File: config.mk
export PLATFORM = sky130hd
export DESIGN_NAME = mem_port_arbiter
export DESIGN_NICKNAME = d
export VERILOG_FILES = /design/src/rtl/mem_arb_pkg.sv /design/src/rtl/mem_arb_timeout.sv /design/src/rtl/mem_port_arbiter.sv
export SDC_FILE = /design/constraint.sdc
export NUM_CORES = 1
export LEC_CHECK = 0
export CORE_UTILIZATION = 39
export DETAILED_ROUTE_END_ITERATION = 7
export PLACE_DENSITY = 0.81
export SLEW_MARGIN = 20
export SYNTH_ARGS = -nofsm -noshare
export SYNTH_HDL_FRONTEND = slang
export SYNTH_SLANG_ARGS = --single-unit
File: constraint.sdc
create_clock -name clk -period 2 [get_ports clk]
set_input_delay 0.3 -clock clk [delete_from_list [all_inputs] [get_ports clk]]
set_output_delay 0.3 -clock clk [all_outputs]
set_load 0.05 [all_outputs]
File: src/rtl/mem_arb_pkg.sv
// Shared types and sizing helpers for the IF/MEM memory-port arbiter.
package mem_arb_pkg;

  typedef enum logic [1:0] {
    IDLE,
    IACC,
    DACC,
    RESP
  } arb_state_e;

  typedef enum logic {
    OWN_I,
    OWN_D
  } owner_e;

  localparam int unsigned TIMEOUT_CYCLES_DEF = 255;

  // Counter width able to hold the timeout limit itself; never narrower than 1 bit.
  function automatic int unsigned to_width(input int unsigned cycles);
    return (cycles == 0) ? 1 : $clog2(cycles + 1);
  endfunction

  localparam int unsigned TO_W = to_width(TIMEOUT_CYCLES_DEF);

endpackage

File: src/rtl/mem_arb_timeout.sv
// Access watchdog: loadable up-counter of MemReq cycles; expired once the count hits LIMIT.
// LIMIT = 0 disables expiry entirely.
module mem_arb_timeout #(
  parameter int unsigned LIMIT = 255,
  parameter int unsigned W     = 8
) (
  input  logic         clk,
  input  logic         reset_n,
  input  logic         clear,
  input  logic         load,
  input  logic [W-1:0] load_val,
  input  logic         enable,
  output logic         expired
);

  localparam logic [W-1:0] LIMIT_V = LIMIT[W-1:0];

  logic [W-1:0] cnt_q;

  // NOTE: sequential state is updated only with non-blocking assignments so every
  // flop samples pre-edge values regardless of process ordering.
  always_ff @(posedge clk or negedge reset_n) begin
    if (!reset_n) begin
      cnt_q <= '0;
    end else if (clear) begin
      cnt_q <= '0;
    end else if (load) begin
      cnt_q <= load_val;
    end else if (enable && !expired) begin
      cnt_q <= cnt_q + 1'b1;
    end
  end

  generate
    if (LIMIT == 0) begin : g_no_timeout
      assign expired = 1'b0;
    end else begin : g_timeout
      assign expired = (cnt_q >= LIMIT_V);
    end
  endgenerate

endmodule

File: src/rtl/mem_port_arbiter.sv
// Arbitrates one single-ported variable-latency memory between fetch (IF) and load/store (MEM).
// Optional build macro MEM_ARB_PERF_EN adds saturating performance counters.
module mem_port_arbiter
  import mem_arb_pkg::*;
#(
  parameter int          ADDR_W         = 32,
  parameter int          DATA_W         = 32,
  parameter int unsigned TIMEOUT_CYCLES = 255
) (
  input  logic              clk,
  input  logic              reset_n,
  input  logic              IReqF,
  input  logic [ADDR_W-1:0] IAddrF,
  input  logic              FlushF,
  output logic [DATA_W-1:0] IRdataF,
  output logic              IDoneF,
  input  logic              DReqM,
  input  logic              DWriteM,
  input  logic [ADDR_W-1:0] DAddrM,
  input  logic [DATA_W-1:0] DWdataM,
  output logic [DATA_W-1:0] DRdataM,
  output logic              DDoneM,
  output logic              StallMemF,
  output logic              StallMemM,
  output logic              MemReq,
  output logic              MemWe,
  output logic [ADDR_W-1:0] MemAddr,
  output logic [DATA_W-1:0] MemWdata,
  input  logic              MemAck,
  input  logic [DATA_W-1:0] MemRdata,
`ifdef MEM_ARB_PERF_EN
  output logic [31:0]       PerfIAccCnt,
  output logic [31:0]       PerfDAccCnt,
  output logic [31:0]       PerfStallCnt,
`endif
  output logic              BusErr
);

  localparam int unsigned CNT_W = to_width(TIMEOUT_CYCLES);

  arb_state_e        state_q, state_d;
  owner_e            owner_q, owner_d;
  logic [ADDR_W-1:0] addr_q, addr_d;
  logic [DATA_W-1:0] wdata_q, wdata_d;
  logic [DATA_W-1:0] rdata_q, rdata_d;
  logic              we_q, we_d;
  logic              kill_q, kill_d;
  logic              bus_err_q, bus_err_d;
  logic              in_acc, grant, expired;

  assign in_acc = (state_q == IACC) || (state_q == DACC);
  assign grant  = (state_q == IDLE) && (DReqM || IReqF);

  mem_arb_timeout #(
    .LIMIT (TIMEOUT_CYCLES),
    .W     (CNT_W)
  ) u_timeout (
    .clk      (clk),
    .reset_n  (reset_n),
    .clear    (state_q == RESP),
    .load     (grant),
    .load_val (CNT_W'(1)),
    .enable   (in_acc),
    .expired  (expired)
  );

  always_ff @(posedge clk or negedge reset_n) begin
    if (!reset_n) begin
      state_q   <= IDLE;
      owner_q   <= OWN_I;
      addr_q    <= '0;
      wdata_q   <= '0;
      rdata_q   <= '0;
      we_q      <= 1'b0;
      kill_q    <= 1'b0;
      bus_err_q <= 1'b0;
    end else begin
      state_q   <= state_d;
      owner_q   <= owner_d;
      addr_q    <= addr_d;
      wdata_q   <= wdata_d;
      rdata_q   <= rdata_d;
      we_q      <= we_d;
      kill_q    <= kill_d;
      bus_err_q <= bus_err_d;
    end
  end

  // NOTE: every signal written here gets a hold-value default first, so no path
  // leaves it unassigned and no latch is inferred.
  always_comb begin
    state_d   = state_q;
    owner_d   = owner_q;
    addr_d    = addr_q;
    wdata_d   = wdata_q;
    rdata_d   = rdata_q;
    we_d      = we_q;
    kill_d    = kill_q;
    bus_err_d = bus_err_q;

    unique case (state_q)
      IDLE: begin
        kill_d = 1'b0;
        // The load/store belongs to the older instruction, so it wins a tie.
        if (DReqM) begin
          state_d = DACC;
          owner_d = OWN_D;
          addr_d  = DAddrM;
          we_d    = DWriteM;
          wdata_d = DWdataM;
        end else if (IReqF) begin
          state_d = IACC;
          owner_d = OWN_I;
          addr_d  = IAddrF;
          we_d    = 1'b0;
        end
      end
      IACC, DACC: begin
        // A squashed fetch still completes on the bus; only its result is dropped.
        if (state_q == IACC && FlushF) begin
          kill_d = 1'b1;
        end
        if (MemAck) begin
          rdata_d = MemRdata;
          state_d = RESP;
        end else if (expired) begin
          rdata_d   = '0;
          bus_err_d = 1'b1;
          state_d   = RESP;
        end
      end
      RESP: begin
        kill_d  = 1'b0;
        state_d = IDLE;
      end
      default: state_d = IDLE;
    endcase
  end

  assign MemReq    = in_acc;
  assign MemWe     = in_acc && we_q;
  assign MemAddr   = addr_q;
  assign MemWdata  = wdata_q;
  assign IRdataF   = rdata_q;
  assign DRdataM   = rdata_q;
  // A flush arriving in the response cycle itself must also squash the result.
  assign IDoneF    = (state_q == RESP) && (owner_q == OWN_I) && !kill_q && !FlushF;
  assign DDoneM    = (state_q == RESP) && (owner_q == OWN_D);
  assign StallMemF = IReqF && !IDoneF;
  assign StallMemM = DReqM && !DDoneM;
  assign BusErr    = bus_err_q;

`ifdef MEM_ARB_PERF_EN
  logic [31:0] perf_i_q, perf_d_q, perf_s_q;

  always_ff @(posedge clk or negedge reset_n) begin
    if (!reset_n) begin
      perf_i_q <= '0;
      perf_d_q <= '0;
      perf_s_q <= '0;
    end else begin
      if (IDoneF && perf_i_q != '1) perf_i_q <= perf_i_q + 32'd1;
      if (DDoneM && perf_d_q != '1) perf_d_q <= perf_d_q + 32'd1;
      if ((StallMemF || StallMemM) && perf_s_q != '1) perf_s_q <= perf_s_q + 32'd1;
    end
  end

  assign PerfIAccCnt  = perf_i_q;
  assign PerfDAccCnt  = perf_d_q;
  assign PerfStallCnt = perf_s_q;
`endif

endmodule

==> results of run 1 <==
-- placed cells by master, fill, tap and decap left out, drive strengths merged --
| master | count |
|---|---|
| clkdlybuf4s50 | 261 |
| dfrtp | 110 |
| nand2 | 43 |
| o21ai | 38 |
| mux2 | 35 |
| mux2i | 34 |
| a22o | 32 |
| buf | 20 |
| clkbuf | 12 |
| nor2 | 9 |
| ha | 6 |
| inv | 4 |
| a21oi | 4 |
| and2 | 3 |
| nand3 | 3 |
| nor3 | 3 |
| nand2b | 2 |
| and4 | 2 |
| xnor2 | 2 |
| clkinv | 2 |
| nor4b | 2 |
| nor2b | 2 |
| nand4 | 2 |
| a31oi | 1 |
| and3 | 1 |
| a211oi | 1 |
| xor2 | 1 |
| a32o | 1 |
| o31ai | 1 |
| bufinv | 1 |
| clkinvlp | 1 |
-- worst paths after layout --
| check | endpoint | cells past startpoint | startpoint |
|---|---|---|---|
| hold / removal | DRdataM[30] | 2 | reset_n |
| hold reg to reg | MemAddr[20] | 2 | MemAddr[20] |
| setup reg to reg | state_q[0] | 6 | state_q[0] |
| setup / recovery | IDoneF | 4 | state_q[0] |
| max in group asynchronous | MemAddr[3] | 2 | reset_n |
| min in group clk | we_q | 2 | DReqM |
-- what timing repair did --
item,4_1_cts,5_1_grt
pin swaps,0,1
endpoints found under the hold margin,0,0
buffers inserted,1,1
setup endpoints to repair,34,2
gates resized for setup,2,1
-- kinds of logic after synthesis --
logic type      count (synthesis)  share of synthesized area (%)
compound gates                 78                           11.0
mux                            69                           15.2
buf+inv                        58                           7.96
simple gates                   72                           6.95
xor+xnor                        3                          0.543
fa+ha+maj                       6                           1.55
flops                         110                           56.9
-- cell type report --
cell class	count	area [um2]
timing repair buffer	281	2890
fill	923	4140
clock buffer	12	256
sequential	110	2750
inverter	4	15.0
tap	168	210
clock inverter	4	55.1
multi-input combinational	228	1750
-- registers in the layout, summed over array words and instances, names as in the netlist --
register / flops
DRdataM: 32
MemAddr: 32
MemWdata: 32
u_timeout.cnt_q: 8
state_q: 2
BusErr: 1
kill_q: 1
owner_q: 1
we_q: 1
-- report_power, final --
| group | leakage [nW] | total [mW] | internal, mW | switching [mW] |
|---|---|---|---|---|
| combinational | 1.94 | 10.2 | 3.65 | 6.57 |
| sequential | 1.35 | 3.97 | 3.28 | 0.694 |
| clock | 0.149 | 1.87 | 1.05 | 0.824 |
| total | 3.44 | 16.1 | 7.97 | 8.09 |
-- metal layers --
| layer | wire (um) | share of wire [%] |
|---|---|---|
| met5 | 0 | 0 |
| met4 | 230 | 1.7 |
| met3 | 1140 | 8.6 |
| met2 | 6890 | 52 |
| met1 | 5100 | 38 |
-- stage by stage --
step / total power, mW / std cells / TNS [ns] / instance area, um2 / hold slack [ns]
3_3_place_gp: 13.9 / 789 / -0.00313 / 7580 / 0.421
2_1_floorplan: 11.0 / 396 / -0.00138 / 4860 / 0.00441
4_1_cts: 16.2 / 806 / 0 / 7920 / 0.0466
5_1_grt: 16.8 / 807 / 0 / 7930 / 0.0640
3_5_place_dp: 14.2 / 789 / -2.37 / 7580 / 0.431
6_report: 16.1 / 807 / 0 / 7930 / -0.00174
==> flow_metrics.py, run 1 <==
metrics = {
    "routing": {
        "routed_wl_um": 13400,
        "wl_per_cell_um": 16.6,
        "viasPerCell": 4.88,
        "drcViolationCount": 0,
        "dr_total_vias": 3939,
        "drtAntennaViolNets": 0,
        "first_pass_iters": 4,
        "dr.first_iter.drc_count": 134,
    },
    "grt": {
        "use_met2_pct": 37.8,
        "gr-usage-met3_pct": 7.39,
        "grt_pass1_vias": 4013,
        "grt_pass1_wl_um": 20900,
        "grt-busiest-layer": "met2",
        "track_usage_pct": 21.2,
        "grt_overflow_total": 0,
        "antenna_found_initial": 0,
        "grt_max_degree": 111,
        "grt_use_met1_pct": 23.3,
    },
    "run_status": {
        "violations": "negative hold slack",
        "outcome": "finished, violations left",
    },
    "sta": {
        "worstMarginPinSlew_ns": 0.821,
        "setup_viol": 0,
        "fin_crit_ns": 1.90,
        "maxSlewHeadroom_pct": 45.0,
        "fin_crit_sh_pct": 95.0,
        "setup_slack_ns": 0.101,
        "rsz0062_at_grt": "no",
        "fmax_mhz": 527,
        "hold_violations": 1,
        "fin_skew_ns": 0.00880,
        "whs_ns": -0.00174,
        "maxSlewViolCount": 0,
    },
    "hold_path": {
        "hp-class": "primary input to async pin",
    },
    "synthesis": {
        "ys.flop_type": "dfrtp_1",
        "synth_common_cells": "110 x dfrtp_1, 43 x nand2_1, 35 x buf_4, 35 x mux2_2",
        "yosysMostFrequentCell": "dfrtp_1",
        "synth-seq-cells": 110,
        "async_flop_share_pct": 100,
        "avgSynthCellArea_um2": 12.2,
        "synth_fp_nets": 537,
        "yosys.area.top_type": "dfrtp_1",
        "synthCells": 396,
        "yosys_warnings": 0,
        "synth_seq_area_share_pct": 56.9,
        "synth_edf_count": 0,
        "synth_top_area_share_pct": 56.9,
        "synth.area.top_cells": "dfrtp_1 57%, mux2_2 8.1%, mux2i_1 7.0%",
        "netlist_area_mm2": 0.00484,
        "synth_cell_types": 34,
    },
    "flow_run": {
        "drv_cap": 0,
    },
    "power_and_ir_drop": {
        "ir_worst_vdd_mv": 0.910,
        "total_leakage_power_nw": 3.44,
        "power_density_mw_per_mm2": 2030,
    },
    "floorplanning": {
        "die_area_mm2": 0.0129,
        "rows": 40,
        "ioPinCount": 270,
        "die_y_um": 113,
        "start_util_pct": 40.1,
        "die_w_um": 113,
        "core_mm2": 0.0121,
    },
    "worst_setup_path": {
        "slowest_stage": "dfrtp_1",
        "crit_family": "flip-flops",
        "end_kind": "output port",
        "r2r_slack_ns": 0.15,
        "path_cells": "ha_1 -> nor4b_4 -> buf_4 -> buf_12",
        "required_ns": 1.70,
        "crit_type": "flip-flop to output port",
        "critical_path_arrival_ns": 1.60,
        "path_buf_inv": 2,
        "cp-start-kind": "flip-flop",
        "max_stage_delay_ns": 0.41,
        "crit_fanout": 4,
    },
    "cells_and_area": {
        "diodes": 0,
        "postLayoutCoreUtil_pct": 65.7,
        "area_growth_pct": 63.7,
        "nNetsFinal": 775,
        "drive_gt1_share_pct": 12.2,
    },
    "clock_network": {
        "cts_tree": "done",
        "numCtsBuffers": 9,
        "clock_sinks": 110,
        "cts_root_buf": "clkbuf_16",
        "htreeDepth": 3,
        "clk_pin_slew_worst_paths_ns": 0.07,
        "clock_path_buffers": 2,
        "clk_latency_ns": 0.36,
        "hold_buffers": 0,
    },
    "placement": {
        "hpwlAfterDp_um": 9990,
        "place_ws_ns": -0.110,
        "io_buffers": 269,
        "gp_congestion": 0.823,
    },
}
No activity file was read; power rests on OpenSTA's default activity.
==> run 2: changes to the inputs <==
--- a/config.mk
+++ b/config.mk
@@ -5,10 +5,12 @@
 export SDC_FILE = /design/constraint.sdc
 export NUM_CORES = 1
 export LEC_CHECK = 0
-export CORE_UTILIZATION = 39
+export CORE_UTILIZATION = 40
+export CTS_CLUSTER_SIZE = 8
 export DETAILED_ROUTE_END_ITERATION = 7
-export PLACE_DENSITY = 0.81
+export PLACE_DENSITY = 0.82
 export SLEW_MARGIN = 20
 export SYNTH_ARGS = -nofsm -noshare
 export SYNTH_HDL_FRONTEND = slang
+export SYNTH_HIERARCHICAL = 1
 export SYNTH_SLANG_ARGS = --single-unit
==> constraint.sdc (replaced) <==
create_clock -name clk -period 2 [get_ports clk]
set_input_delay 0.3 -clock clk [delete_from_list [all_inputs] [get_ports clk]]
set_output_delay 0.3 -clock clk [all_outputs]
set_load 0.01 [all_outputs]
==> flow_metrics.py, run 2 <==
metrics = {
    "cells_and_area": {
        "nFillCells": 942,
        "final_cell_mix": "262 x clkdlybuf4s50_1, 110 x dfrtp_1, 39 x nand2_1",
        "final_cells": 836,
        "postLayoutCoreUtil_pct": 66.0,
        "area_growth_pct": 58.9,
        "nNetsFinal": 805,
        "final_common_cell": "clkdlybuf4s50_1",
        "diodes": 0,
        "drive_gt1_share_pct": 11.7,
    },
    "placement": {
        "io_buffers": 269,
        "dpl.cell_count": 820,
        "gp_congestion": 0.837,
        "hpwlAfterDp_um": 10300,
    },
    "sta": {
        "finalSetupTns_ns": 0,
        "maxSlewViolCount": 0,
        "hold_violations": 0,
        "fmax_mhz": 511,
        "setup_viol": 0,
        "whs_ns": 0.426,
        "fin_crit_ns": 1.96,
        "fin_crit_sh_pct": 97.8,
        "fin_skew_ns": 0.00659,
    },
    "power_and_ir_drop": {
        "ir_worst_vdd_mv": 0.697,
        "total_leakage_power_nw": 3.45,
        "power_density_mw_per_mm2": 1530,
    },
    "clock_network": {
        "cts_setup_buffers": 0,
        "clock_sinks": 110,
        "htreeDepth": 3,
        "clk_latency_ns": 0.34,
        "clock_path_buffers": 2,
        "cts_root_buf": "clkbuf_16",
        "numCtsBuffers": 9,
        "clk_pin_slew_worst_paths_ns": 0.07,
        "cts_tree": "done",
    },
    "worst_setup_path": {
        "slowest_stage": "clkdlybuf4s50_1",
        "crit_fanout": 4,
        "reg2reg_to": "u_timeout/cnt_q[3]",
        "cp_num_cells": 3,
        "crit_family": "buffers and inverters",
        "crit_type": "flip-flop to output port",
        "critical_path_arrival_ns": 1.66,
        "r2r-start": "state_q[0]",
        "r2r_slack_ns": 0.20,
        "cp-start-kind": "flip-flop",
        "path_buf_inv": 1,
        "path_cells": "ha_2 -> and2_1 -> clkdlybuf4s50_1",
        "max_stage_delay_ns": 0.54,
        "rr_worst_depth": 6,
        "required_ns": 1.70,
        "end_kind": "output port",
    },
    "synthesis": {
        "synth_edf_count": 0,
        "synth_common_cells": "110 x dfrtp_1, 39 x nand2_1, 35 x mux2_2",
        "netlist_area_mm2": 0.00505,
        "synth-seq-cells": 110,
        "synth_top_area_share_pct": 54.5,
        "async_flop_share_pct": 100,
        "yosys.area.top_type": "dfrtp_1",
        "synth_cell_types": 44,
        "avgSynthCellArea_um2": 12.0,
        "synth_seq_area_share_pct": 54.5,
        "synth.area.top_cells": "dfrtp_1 54%, mux2_2 7.8%, mux2i_1 6.3%",
        "yosysMostFrequentCell": "dfrtp_1",
        "yosys_warnings": 6,
        "synthCells": 421,
        "ys.flop_type": "dfrtp_1",
    },
    "grt": {
        "grt_pass1_wl_um": 21000,
        "grt_overflow_total": 0,
        "grt_pass1_vias": 4155,
        "track_usage_pct": 20.9,
        "grt_max_degree": 67,
        "antenna_found_initial": 0,
    },
    "routing": {
        "dr_total_vias": 4058,
        "top_layer": "met4",
        "viasPerCell": 4.85,
        "wl_per_cell_um": 16.0,
        "routed-wl-met2_um": 6870,
        "dr.first_iter.drc_count": 153,
        "dr_wl_met3_um": 1050,
        "routed_wl_um": 13400,
        "wl_met1_um": 5130,
        "first_pass_iters": 4,
        "drcViolationCount": 0,
        "drtAntennaViolNets": 0,
    },
    "floorplanning": {
        "rows": 40,
        "die_w_um": 114,
        "ioPinCount": 270,
        "die_y_um": 114,
        "core_mm2": 0.0122,
        "start_util_pct": 41.5,
        "die_area_mm2": 0.0131,
    },
    "flow_run": {
        "drv_cap": 0,
    },
    "hold_path": {
        "hp-class": "primary input to async pin",
    },
    "run_status": {
        "outcome": "completed",
    },
}
[run 2: cell types whose count changed after synthesis, moves of 5 or more]
cell,delta
inv_1,+6
o21ai_0,-13
buf_2,+5
o21ai_1,+19
[run 2: worst max path at each step]
stage / start / end / slack (ns)
after floorplan: state_q[0] / u_timeout/cnt_q[0] / 0.09
after global placement: FlushF / IDoneF / 0.01
after detailed placement: FlushF / IDoneF / -0.14
after CTS: state_q[0] / DDoneM / 0.03
after global routing: state_q[0] / StallMemF / -0.02
final: state_q[0] / DDoneM / 0.04
[run 2: where the power goes]
group          internal [mW]  total (mW)  leakage (nW)  switching [mW]
Combinational           3.80        6.52          1.97            2.72
Sequential              3.34        4.12          1.34           0.777
Clock                  0.904        1.66         0.131           0.759
Total                   8.05        12.3          3.45            4.25
[run 2: cell families (layout without fill, tap and decap cells)]
| group | count (synthesis) | in the layout | share of synthesized area, % |
|---|---|---|---|
| fa+ha+maj | 6 | 6 | 1.49 |
| mux | 67 | 67 | 14.1 |
| compound gates | 92 | 92 | 13.0 |
| buf+inv | 68 | 309 | 9.12 |
| other cells | 2 | 8 | 0.149 |
| simple gates | 76 | 76 | 7.58 |
| flops | 110 | 110 | 54.5 |
[run 2: per-stage QoR]
stage                     worst slack, ns  power [mW]  area (um2)
after detailed placement           -0.137        10.7        7720
after floorplan                    0.0945        7.45        5070
after global placement             0.0117        10.5        7720
after CTS                          0.0310        12.4        8010
after global routing              -0.0221        13.1        8020
final                              0.0436        12.3        8020
[run 2: area by class of cell]
cell class              count  area, um2  share of cell area (%)
clock buffers              12        256                    3.20
clock inverters             3       20.0                   0.249
inverters                  10       37.5                   0.468
multi-input cells         249       1890                    23.5
flip-flops and latches    110       2750                    34.3
well taps                 168        210                    2.62
repair buffers            284       2860                    35.6
[run 2: worst register-to-register path: cells and delay by family (launching register included)]
family                   cells  cell delay [ns]
AO/OA/AOI/OAI                1             0.38
flip-flops                   1             0.41
AND/OR/NAND/NOR              2             0.31
adder cells (fa/ha/maj)      1             0.30
buffers and inverters        2             0.29
[run 2: per-layer routing]
layer,GRT usage (%),vias to the layer above
met5,0,-
met4,9.18,0
met3,6.25,23
met2,36.8,176
met1,23.4,1925
li1,-,1934
[run 2: timing repair]
action                                  4_1_cts  5_1_grt
hold buffers                                  1        0
endpoints found under the setup margin        5        2
resized for setup                             6        3
endpoints found under the hold margin        24        0
==> run 3: changes to the inputs <==
--- a/config.mk
+++ b/config.mk
@@ -8,6 +8,7 @@
 export CORE_UTILIZATION = 40
 export CTS_CLUSTER_SIZE = 8
 export DETAILED_ROUTE_END_ITERATION = 7
+export GPL_TIMING_DRIVEN = 0
 export PLACE_DENSITY = 0.82
 export SLEW_MARGIN = 20
 export SYNTH_ARGS = -nofsm -noshare
==> flow_metrics.py, run 3 (synthesis gave the netlist of run 2 again) <==
metrics = {
    "run_status": {
        "outcome": "completed",
    },
    "grt": {
        "grt_max_degree": 61,
        "antenna_found_initial": 0,
        "grt_overflow_total": 0,
        "grt_pass1_wl_um": 23200,
        "track_usage_pct": 23.1,
        "grt_pass1_vias": 4595,
    },
    "routing": {
        "viasPerCell": 4.91,
        "drcViolationCount": 0,
        "routed_wl_um": 14800,
        "first_pass_iters": 4,
        "dr_total_vias": 4365,
        "wl_per_cell_um": 16.6,
        "dr.first_iter.drc_count": 136,
        "drtAntennaViolNets": 0,
    },
    "cells_and_area": {
        "postLayoutCoreUtil_pct": 69.7,
        "nNetsFinal": 857,
        "diodes": 0,
        "drive_gt1_share_pct": 18.6,
        "area_growth_pct": 67.8,
        "final_cell_mix": "263 x clkdlybuf4s50_1, 108 x dfrtp_1, 43 x buf_4",
        "final_common_cell": "clkdlybuf4s50_1",
    },
    "worst_setup_path": {
        "required_ns": 1.70,
        "cp-start-kind": "flip-flop",
        "critical_path_arrival_ns": 1.65,
        "r2r-start": "u_timeout/cnt_q[0]",
        "crit_type": "flip-flop to output port",
        "r2r_slack_ns": 0.08,
        "reg2reg_to": "state_q[0]",
        "crit_fanout": 6,
        "rr_worst_depth": 8,
        "end_kind": "output port",
    },
    "floorplanning": {
        "die_w_um": 114,
        "ioPinCount": 270,
        "core_mm2": 0.0122,
        "rows": 40,
        "die_area_mm2": 0.0131,
        "start_util_pct": 41.5,
        "die_y_um": 114,
    },
    "power_and_ir_drop": {
        "ir_worst_vdd_mv": 0.767,
        "total_power_mw": 13.4,
        "power_density_mw_per_mm2": 1580,
        "total_leakage_power_nw": 3.71,
    },
    "flow_run": {
        "drv_cap": 0,
    },
    "clock_network": {
        "clk_latency_ns": 0.36,
        "htreeDepth": 3,
        "cts_root_buf": "clkbuf_16",
        "clk_pin_slew_worst_paths_ns": 0.07,
        "clock_sinks": 110,
        "numCtsBuffers": 9,
        "clock_path_buffers": 2,
        "cts_tree": "done",
    },
    "hold_path": {
        "hp-class": "primary input to async pin",
    },
    "sta": {
        "maxSlewViolCount": 0,
        "finalSetupTns_ns": 0,
        "fin_skew_ns": 0.00477,
        "fin_crit_sh_pct": 97.6,
        "fmax_mhz": 512,
        "hold_violations": 0,
        "setup_viol": 0,
        "fin_crit_ns": 1.95,
    },
    "placement": {
        "io_buffers": 269,
        "gp_congestion": 0.851,
        "hpwlAfterDp_um": 11500,
    },
}
[run 3: changes by cell type in the layout (fill, tap and decap cells not counted), sizes merged]
cell	previous run	this run
clkdlybuf4s15	1	0
bufinv	0	2
dlygate4sd2	4	5
clkbuf	12	14
buf	16	63
inv	10	11
clkinv	1	2
clkinvlp	2	1
clkdlybuf4s50	262	263
[run 3: critical path, cell delays in order (launching register included)]
cell	delay, ns
dfrtp_1	0.42
ha_4	0.18
and2_1	0.16
clkdlybuf4s50_1	0.54
[run 3: routing by layer]
metal	global-route usage (%)	up-vias	wire (um)
li1	-	2045	-
met1	24.9	2096	5400
met2	41.7	192	7740
met3	6.35	32	1170
met4	11.2	0	464
met5	0	-	0
[run 3: worst max-delay path by stage]
stage	from	endpoint	slack [ns]
finish	state_q[0]	DDoneM	0.05
global route	state_q[1]	u_timeout/cnt_q[4]	-0.004
global placement	reset_n	MemWdata[0]	-3.49
detailed placement	IReqF	u_timeout/cnt_q[0]	-0.48
CTS	state_q[1]	DDoneM	0.0002
floorplan	state_q[0]	u_timeout/cnt_q[0]	0.09
[run 3: cell type report]
type                    instances  area, um2
flip-flops and latches        110       2760
clock inverters                 6       93.8
well taps                     168        210
inverters                      10       37.5
clock buffers                  10        239
repair buffers                279       2790
fillers                       887       3680
multi-input cells             249       1920
plain buffers                  57        435
[run 3: stage by stage]
step	hold WS (ns)	cell area, um2	setup slack [ns]	instances
2_1_floorplan	0.00441	5070	0.0945	427
3_3_place_gp	0.466	7980	-3.49	864
3_5_place_dp	0.276	8010	-0.479	865
4_1_cts	0.479	8410	0.000222	884
5_1_grt	0.501	8480	-0.00429	889
6_report	0.456	8480	0.0471	889
[run 3: power by group]
group | switching (mW) | internal (mW) | total [mW]
logic | 2.97 | 4.31 | 7.28
clock network | 0.848 | 1.14 | 1.99
registers | 0.775 | 3.34 | 4.12
[run 3: what timing repair did]
action                     4_1_cts  5_1_grt
setup buffers                    3        5
pin swaps                        0        4
cloned                           0        0
resized for setup               13       15
hold endpoints to repair        50        0
hold buffers                     1        0
setup endpoints to repair       17       24
